### config.mk
export PLATFORM = sky130hd
export DESIGN_NAME = key_mode_ctrl
export DESIGN_NICKNAME = d
export VERILOG_FILES = /design/src/rtl/key_pkg.sv /design/src/rtl/key_debounce.sv /design/src/rtl/key_mode_ctrl.sv
export SDC_FILE = /design/constraint.sdc
export NUM_CORES = 1
export LEC_CHECK = 0
export CORE_ASPECT_RATIO = 0.8
export CORE_MARGIN = 2
export CORE_UTILIZATION = 64
export DETAILED_ROUTE_END_ITERATION = 12
export PLACE_DENSITY = 0.83
export SLEW_MARGIN = 20
export SYNTH_ARGS = -nofsm -noshare
export SYNTH_HDL_FRONTEND = slang
export SYNTH_SLANG_ARGS = --single-unit
export TNS_END_PERCENT = 30
### constraint.sdc
create_clock -name clk -period 2.9 [get_ports clk]
set_input_delay 0.87 -clock clk [delete_from_list [all_inputs] [get_ports clk]]
set_output_delay 0.87 -clock clk [all_outputs]
set_load 0.01 [all_outputs]
### src/rtl/key_pkg.sv
// key_pkg: shared selection width, reset codes and wrap-around increment helper
package key_pkg;
   localparam int SEL_W = 4;
   typedef logic [SEL_W-1:0] sel_t;
   localparam sel_t MODE_RESET = '0;
   localparam sel_t LED_RESET  = '0;
   function automatic sel_t wrap_inc(input sel_t v, input sel_t last);
      return (v == last) ? '0 : v + sel_t'(1);
   endfunction
endpackage

### src/rtl/key_debounce.sv
// key_debounce: 2-flop synchronizer plus counter debounce with registered press pulse
module key_debounce #(
   parameter int DEBOUNCE_CYCLES = 1000000
) (
   input  logic clk,
   input  logic rst_n,
   input  logic key_n,
   output logic level,
   output logic press
);
   localparam int CW = $clog2(DEBOUNCE_CYCLES);
   logic [1:0]    sync;
   logic [CW-1:0] cnt;
   logic          settle;
   assign settle = (sync[1] != level) && (cnt == CW'(DEBOUNCE_CYCLES - 1));
   // bring the raw key into the clock domain; released level on reset
   always_ff @(posedge clk or negedge rst_n)
      if (!rst_n) sync <= 2'b11;
      else sync <= {sync[0], key_n};
   // count while the synchronized level disagrees, accept it after the full window
   always_ff @(posedge clk or negedge rst_n)
      if (!rst_n) begin
         cnt   <= '0;
         level <= 1'b1;
         press <= 1'b0;
      end else begin
         cnt   <= (sync[1] == level || settle) ? '0 : cnt + CW'(1);
         level <= settle ? sync[1] : level;
         press <= settle && !sync[1];
      end
endmodule

### src/rtl/key_mode_ctrl.sv
// key_mode_ctrl: debounced mode/LED push-buttons stepping the selector codes; KEY_LONG_PRESS_EN adds long-press reset
module key_mode_ctrl import key_pkg::*; #(
   parameter int DEBOUNCE_CYCLES   = 1000000,
   parameter int MODE_NUM          = 4,
   parameter int LED_NUM           = 8,
   parameter int LONG_PRESS_CYCLES = 100000000
) (
   input  logic             clk,
   input  logic             rst_n,
   input  logic             key_mode_n,
   input  logic             key_led_n,
   output logic [SEL_W-1:0] mode_select,
   output logic [SEL_W-1:0] led_select,
   output logic             sel_changed
);
   localparam sel_t MODE_LAST = sel_t'(MODE_NUM - 1);
   localparam sel_t LED_LAST  = sel_t'(LED_NUM - 1);
   logic mode_level, mode_press, led_level_unused, led_press, hold_fire;
   sel_t mode_nx, led_nx;
   key_debounce #(.DEBOUNCE_CYCLES(DEBOUNCE_CYCLES)) u_mode (
      .clk(clk), .rst_n(rst_n), .key_n(key_mode_n), .level(mode_level), .press(mode_press)
   );
   key_debounce #(.DEBOUNCE_CYCLES(DEBOUNCE_CYCLES)) u_led (
      .clk(clk), .rst_n(rst_n), .key_n(key_led_n), .level(led_level_unused), .press(led_press)
   );
`ifdef KEY_LONG_PRESS_EN
   localparam int HW = $clog2(LONG_PRESS_CYCLES + 1);
   logic [HW-1:0] hold_cnt;
   // count debounced-low cycles of the mode key, parking one past the trigger value
   always_ff @(posedge clk or negedge rst_n)
      if (!rst_n) hold_cnt <= '0;
      else hold_cnt <= mode_level ? '0 :
                       (hold_cnt == HW'(LONG_PRESS_CYCLES)) ? hold_cnt : hold_cnt + HW'(1);
   assign hold_fire = !mode_level && (hold_cnt == HW'(LONG_PRESS_CYCLES - 1));
`else
   logic mode_level_unused;
   assign mode_level_unused = mode_level;
   assign hold_fire = 1'b0;
`endif
   // long-press reset beats a mode press, which beats an LED press
   always_comb begin
      mode_nx = hold_fire ? MODE_RESET :
                mode_press ? wrap_inc(mode_select, MODE_LAST) : mode_select;
      led_nx  = (hold_fire || mode_press) ? LED_RESET :
                led_press ? wrap_inc(led_select, LED_LAST) : led_select;
   end
   // selection registers and change pulse
   always_ff @(posedge clk or negedge rst_n)
      if (!rst_n) begin
         mode_select <= MODE_RESET;
         led_select  <= LED_RESET;
         sel_changed <= 1'b0;
      end else begin
         mode_select <= mode_nx;
         led_select  <= led_nx;
         sel_changed <= (mode_nx != mode_select) || (led_nx != led_select);
      end
endmodule

Yosys cells after proc, flatten, opt, wreduce, memory -nomap -nowiden
Index checks and enable logic that the tools add are counted.
{"block": "word_totals", "in_bits": 4, "word_cells": 41, "register_bits": 57}
{"block": "classes", "reduce_logical": 9, "addsub": 4, "n_mux": 7, "n_eq_ne": 10}
{"operator": "adder 20 x 1 -> 20 bit (second input constant)", "count": 2}
{"operator": "equality test 20 bit (second input constant)", "count": 2}
{"operator": "2-to-1 mux 20 bit", "count": 2}
{"operator": "2-to-1 mux 4 bit", "count": 5}
{"operator": "adder 4 x 1 -> 4 bit (second input constant)", "count": 2}
{"operator": "!= test 4 bit", "count": 2}
{"operator": "equality test 4 x 2 -> 1 bit (second input constant)", "count": 1}
{"operator": "equality test 4 x 3 -> 1 bit (second input constant)", "count": 1}
{"operator": "logical AND 1 bit", "count": 4}
{"operator": "logical OR 1 bit", "count": 3}
{"operator": "equality test 1 bit", "count": 2}
{"operator": "zero test 1 bit", "count": 2}
{"operator": "!= test 1 bit", "count": 2}

Depth between registers and ports, before layout
{"block": "logic_depth", "ltp_word": 6, "ltp_mapped": 7, "mapped_depth_nobuf": 5}

By module
From an unflattened synthesis, not the netlist that was laid out.
{"block": "hier_totals", "cells_unflattened": 261, "area_unflattened_um2": 2707.6}
{"mod": "key_debounce", "cells_each": 109, "instances": 2, "area_per_inst_um2": 1129.8}
{"mod": "key_mode_ctrl", "cells_each": 43, "instances": 1, "area_per_inst_um2": 447.9}

Worst setup path after synthesis
Ideal clock, no wire load.
{"block": "synth_path", "kind": "register to register", "start": "reg u_mode.cnt[0]", "end": "reg u_mode.cnt[18]", "required_time_ns": 2.774, "setup_slack_ns": 1.176, "setup_time_ns": 0.126, "stages_incl_launch_ff": 6, "arrival_time_ns": 1.598, "path_cell_list": "dfrtp_1 ha_1 nand3_1 or4_2 o21ai_0 a21oi_1"}
{"block": "synth_between", "elab_chain_len": 4}
{"element": "start, declared", "line": "key_debounce.sv:13", "text": "logic [CW-1:0] cnt;"}
{"element": "start signal, assigned", "line": "key_debounce.sv:27", "text": "cnt <= (sync[1] == level || settle) ? '0 : cnt + CW'(1);"}
{"element": "parallel branches: the longest is 3 deep, another holds adder 20 x 1 -> 20 bit"}
{"element": "2-to-1 mux 20 bit (*)", "line": "key_debounce.sv:27"}
Mark *: on every way between the ends.
A chain may end at the register's enable or synchronous reset.

Worst setup path after layout
{"block": "layout_path", "start": "reg mode_select[1]", "end": "out mode_select[1]"}
{"element": "start, declared", "line": "key_mode_ctrl.sv:12", "text": "output logic [SEL_W-1:0] mode_select,"}
{"element": "start signal, assigned", "line": "key_mode_ctrl.sv:54", "text": "mode_select <= mode_nx;"}
No word-level cell between the ends.

==> key figures <==
Logic synthesis
  • Synth cell types: 39
  • Area fraction in compound gates after synthesis: 0.0521
  • Syn_area_per_cell: around 10 um2
  • Post-synthesis xor/xnor area fraction: 0.100
  • Sequential fraction of the synthesis area: 0.528
  • Mapped Nets: 275
  • Largest family of logic cells by synthesized area: simple AND/OR/NAND/NOR gates
  • Post-Synth Simple-Gate Area: 0.256
  • Synthesized instance count: between 200 and 300
  • Multiplexer share of the synthesized area: 0.0244
  • Yosys reg bits: 57
  • Mapped Area: between 0.002 and 0.003 mm2
  • Post-Synth Adder-Cell Area: 0.0184
  • Synth warn: 0

Die
  • Die Wd: around 77 um
  • Core Region: 0.00413 mm2
  • Num ports: 13
  • Die span in y: 62.3 um
  • Row cnt: 21
  • Die footprint: between 0.004 and 0.005 mm2
  • Initial Util: 0.658

Critical path
  • Crit path DAT: between 1 and 1.5 ns
  • Critical path type: reg -> out
  • Nature of the critical path endpoint: output port
  • FF-to-FF End: u_mode.cnt[18]
  • Launching point of the worst reg2reg path: u_mode.cnt[16]
  • Instance count on the critical path: 1
  • CP max stage delay: about 0.58 ns
  • Worst Path Max Fanout: 5
  • Delay-heaviest family, CP: buffers and inverters
  • Worst R2R Path Depth: 5
  • Critical path cell sequence: clkdlybuf4s50_1
  • Buf+Inv Stages, Crit Path: 1
  • Reg2Reg Setup Slack: 0.79 ns
  • Worst EP required: roughly 2 ns
  • Critical-path top delay cell: clkdlybuf4s50_1
  • Type of origin of the critical path: register
  • Crit path launch: mode_select[1]
  • CP Capture Point: mode_select[1]

Timing
  • Tcrit/Tclk final: 0.766
  • Minimum clock period after layout: around 2.2 ns
  • Slew Limit Fails: 0
  • Final setup fails: 0
  • Worst-margin pin slew: 0.591 ns
  • Post-route clock skew: roughly 0.0084 ns
  • TNS Setup: 0 ns
  • Fmax achieved: 450 MHz
  • Final hold slack: between 0.3 and 0.4 ns
  • RSZ-0062 raised after global routing: no
  • Relative slew slack: 0.604
  • Final hold violation count: 0

CTS
  • Worst skew pair latency: about 0.33 ns
  • Resize count post-CTS: 0
  • Clk slew on worst S/H paths: around 0.070 ns
  • Bufs on Longest Clock Path: 2
  • Setup Fix Bufs, Post-CTS: 0
  • Hold buffer count at cts: 0
  • CTS tree: yes
  • CTS Buf Count: 9
  • H-tree depth: 3
  • Root Driver: clkbuf_8
  • Clk sinks: 57

Global route
  • First-pass GRT wire length: ~9.0 mm
  • Initial antenna violation count: 0
  • Tot GR Track Use: 0.243
  • GRT overflow: 0
  • Vias in the first global route: 1,928
  • Largest net degree at the start of global routing: 27

Pwr
  • PwrDens: between 500 and 600 mW/mm2
  • Static leakage: 1.25 nW
  • Peak supply drop: about 0.64 mV

Finish
  • Fin cells: approximately 350
  • ANT cells: 0
  • Share of cells above drive strength 1: 0.123
  • Final cell utilization of the core: 0.754
  • Area Overhead vs Synth: 14.6%
  • Final nets: approximately 300

Routing
  • Final ANT Viol Nets: 0
  • First-pass DRT Iterations: 4
  • DRC Markers: 0
  • WL/cell: about 14 um
  • Initial DRC Count: 179
  • DRT Wirelength: roughly 5 mm
  • Drt via density: between 5 and 6
  • Routed vias: 2,049

Min path
  • Hold Crit Class: reg -> reg

Placement
  • Post-DP HPWL: between 3 and 4 mm
  • Placed cell count: approximately 330
  • Routability Congestion: 0.851
  • PortBufs: 12

Flow run
  • Maxcap violations: 0

Run status
  • Status: completed
==> cells in the mapped netlist, drive strengths merged <==
| master | n | area, um2 |
|---|---|---|
| xor2 | 8 | 70.1 |
| o31ai | 2 | 15.0 |
| nand4b | 1 | 8.76 |
| dfrtp | 51 | 1280 |
| nor2 | 43 | 161 |
| and3b | 1 | 8.76 |
| or3 | 7 | 43.8 |
| nand2 | 16 | 60.1 |
| mux2 | 5 | 56.3 |
| nand3 | 15 | 75.1 |
| nand4bb | 1 | 11.3 |
| ha | 4 | 50.1 |
| buf | 5 | 23.8 |
| nor4 | 6 | 37.5 |
| nor3b | 2 | 15.0 |
| inv | 8 | 30.0 |
| clkbuf | 1 | 3.75 |
| dfstp | 6 | 158 |
| or4 | 4 | 35.0 |
| nor3 | 9 | 45.0 |
| a31o | 1 | 8.76 |
| nand4 | 14 | 103 |
| or4b | 2 | 20.0 |
| o21ai | 10 | 50.1 |
| and4b | 1 | 10.0 |
| a21oi | 11 | 58.8 |
| and4 | 3 | 26.3 |
| nand2b | 1 | 6.26 |
| and3 | 2 | 12.5 |
| nor4b | 1 | 8.76 |
| and2 | 1 | 6.26 |
| a41oi | 1 | 8.76 |
| xnor2 | 23 | 201 |
| mux2i | 1 | 10.0 |
==> how the worst min path moves through the flow <==
stage / from / to / slack, ns / depth (start not counted)
5_1_grt: u_led.sync[0] / u_led.sync[1] / 0.35 / 0
4_1_cts: u_led.sync[0] / u_led.sync[1] / 0.35 / 0
2_1_floorplan: u_led.sync[0] / u_led.sync[1] / 0.35 / 0
3_5_place_dp: u_led.sync[0] / u_led.sync[1] / 0.35 / 0
6_report: u_led.sync[0] / u_led.sync[1] / 0.35 / 0
3_3_place_gp: u_led.sync[0] / u_led.sync[1] / 0.35 / 0
==> flip-flops by register name (all words and copies together) (netlist names) <==
signal	cells
u_mode.press	1
u_led.level	1
led_select	4
u_mode.cnt	20
sel_changed	1
u_mode.sync	2
u_led.cnt	20
u_mode.level	1
mode_select	4
u_led.press	1
u_led.sync	2
==> cells in the final DEF, fill, tap and decap left out, types with 2 or more instances in the layout <==
| cell type | instances |
|---|---|
| nand4_1 | 13 |
| nor2_1 | 43 |
| o21ai_0 | 10 |
| or4_1 | 2 |
| and4_1 | 3 |
| and3_1 | 2 |
| or4b_1 | 2 |
| ha_1 | 4 |
| mux2_2 | 5 |
| clkinv_2 | 3 |
| bufinv_16 | 2 |
| nor3b_1 | 2 |
| nor3_1 | 9 |
| xor2_1 | 8 |
| clkdlybuf4s50_1 | 11 |
| dfrtp_1 | 51 |
| or3_1 | 7 |
| nand2_1 | 16 |
| a21oi_1 | 10 |
| nand3_1 | 15 |
| inv_1 | 8 |
| clkbuf_8 | 9 |
| dfstp_2 | 6 |
| buf_4 | 3 |
| xnor2_1 | 23 |
| nor4_1 | 6 |
==> final cells by class <==
type	count	area [um2]
Sequential cell	57	1430
Multi-Input combinational cell	196	1230
Fill cell	291	1010
Timing Repair Buffer	15	138
Clock buffer	10	128
Clock inverter	6	82.6
Tap cell	57	71.3
Inverter	8	30.0
==> layer usage <==
layer | vias up | global-route usage | share of wire
met1 | 992 | 0.337 | 0.48
met5 | - | 0 | 0
met4 | 0 | 0.0818 | 0.013
li1 | 982 | - | -
met3 | 8 | 0.0843 | 0.062
met2 | 67 | 0.359 | 0.45
==> where the power goes <==
part | switching (mW) | internal [mW]
logic | 0.0312 | 0.0140
clock network | 0.312 | 0.479
registers | 0.00899 | 0.807
==> stage by stage <==
step,area [um2],power (mW),worst slack [ns]
after floorplan,2720,0.849,1.18
after global placement,2900,0.875,0.877
after detailed placement,2900,0.876,0.809
after CTS,3110,1.67,0.650
after global routing,3110,1.73,0.596
final,3110,1.65,0.679
==> logic make-up after synthesis <==
family	count (synthesis)
AOI/OAI and AO/OA	25
xor gates and xnor gates	31
adders and majority gates	4
buffers and inverters	14
DFF	57
muxes	6
and+or+nand+nor	130
No activity file was read; power rests on OpenSTA's default activity.
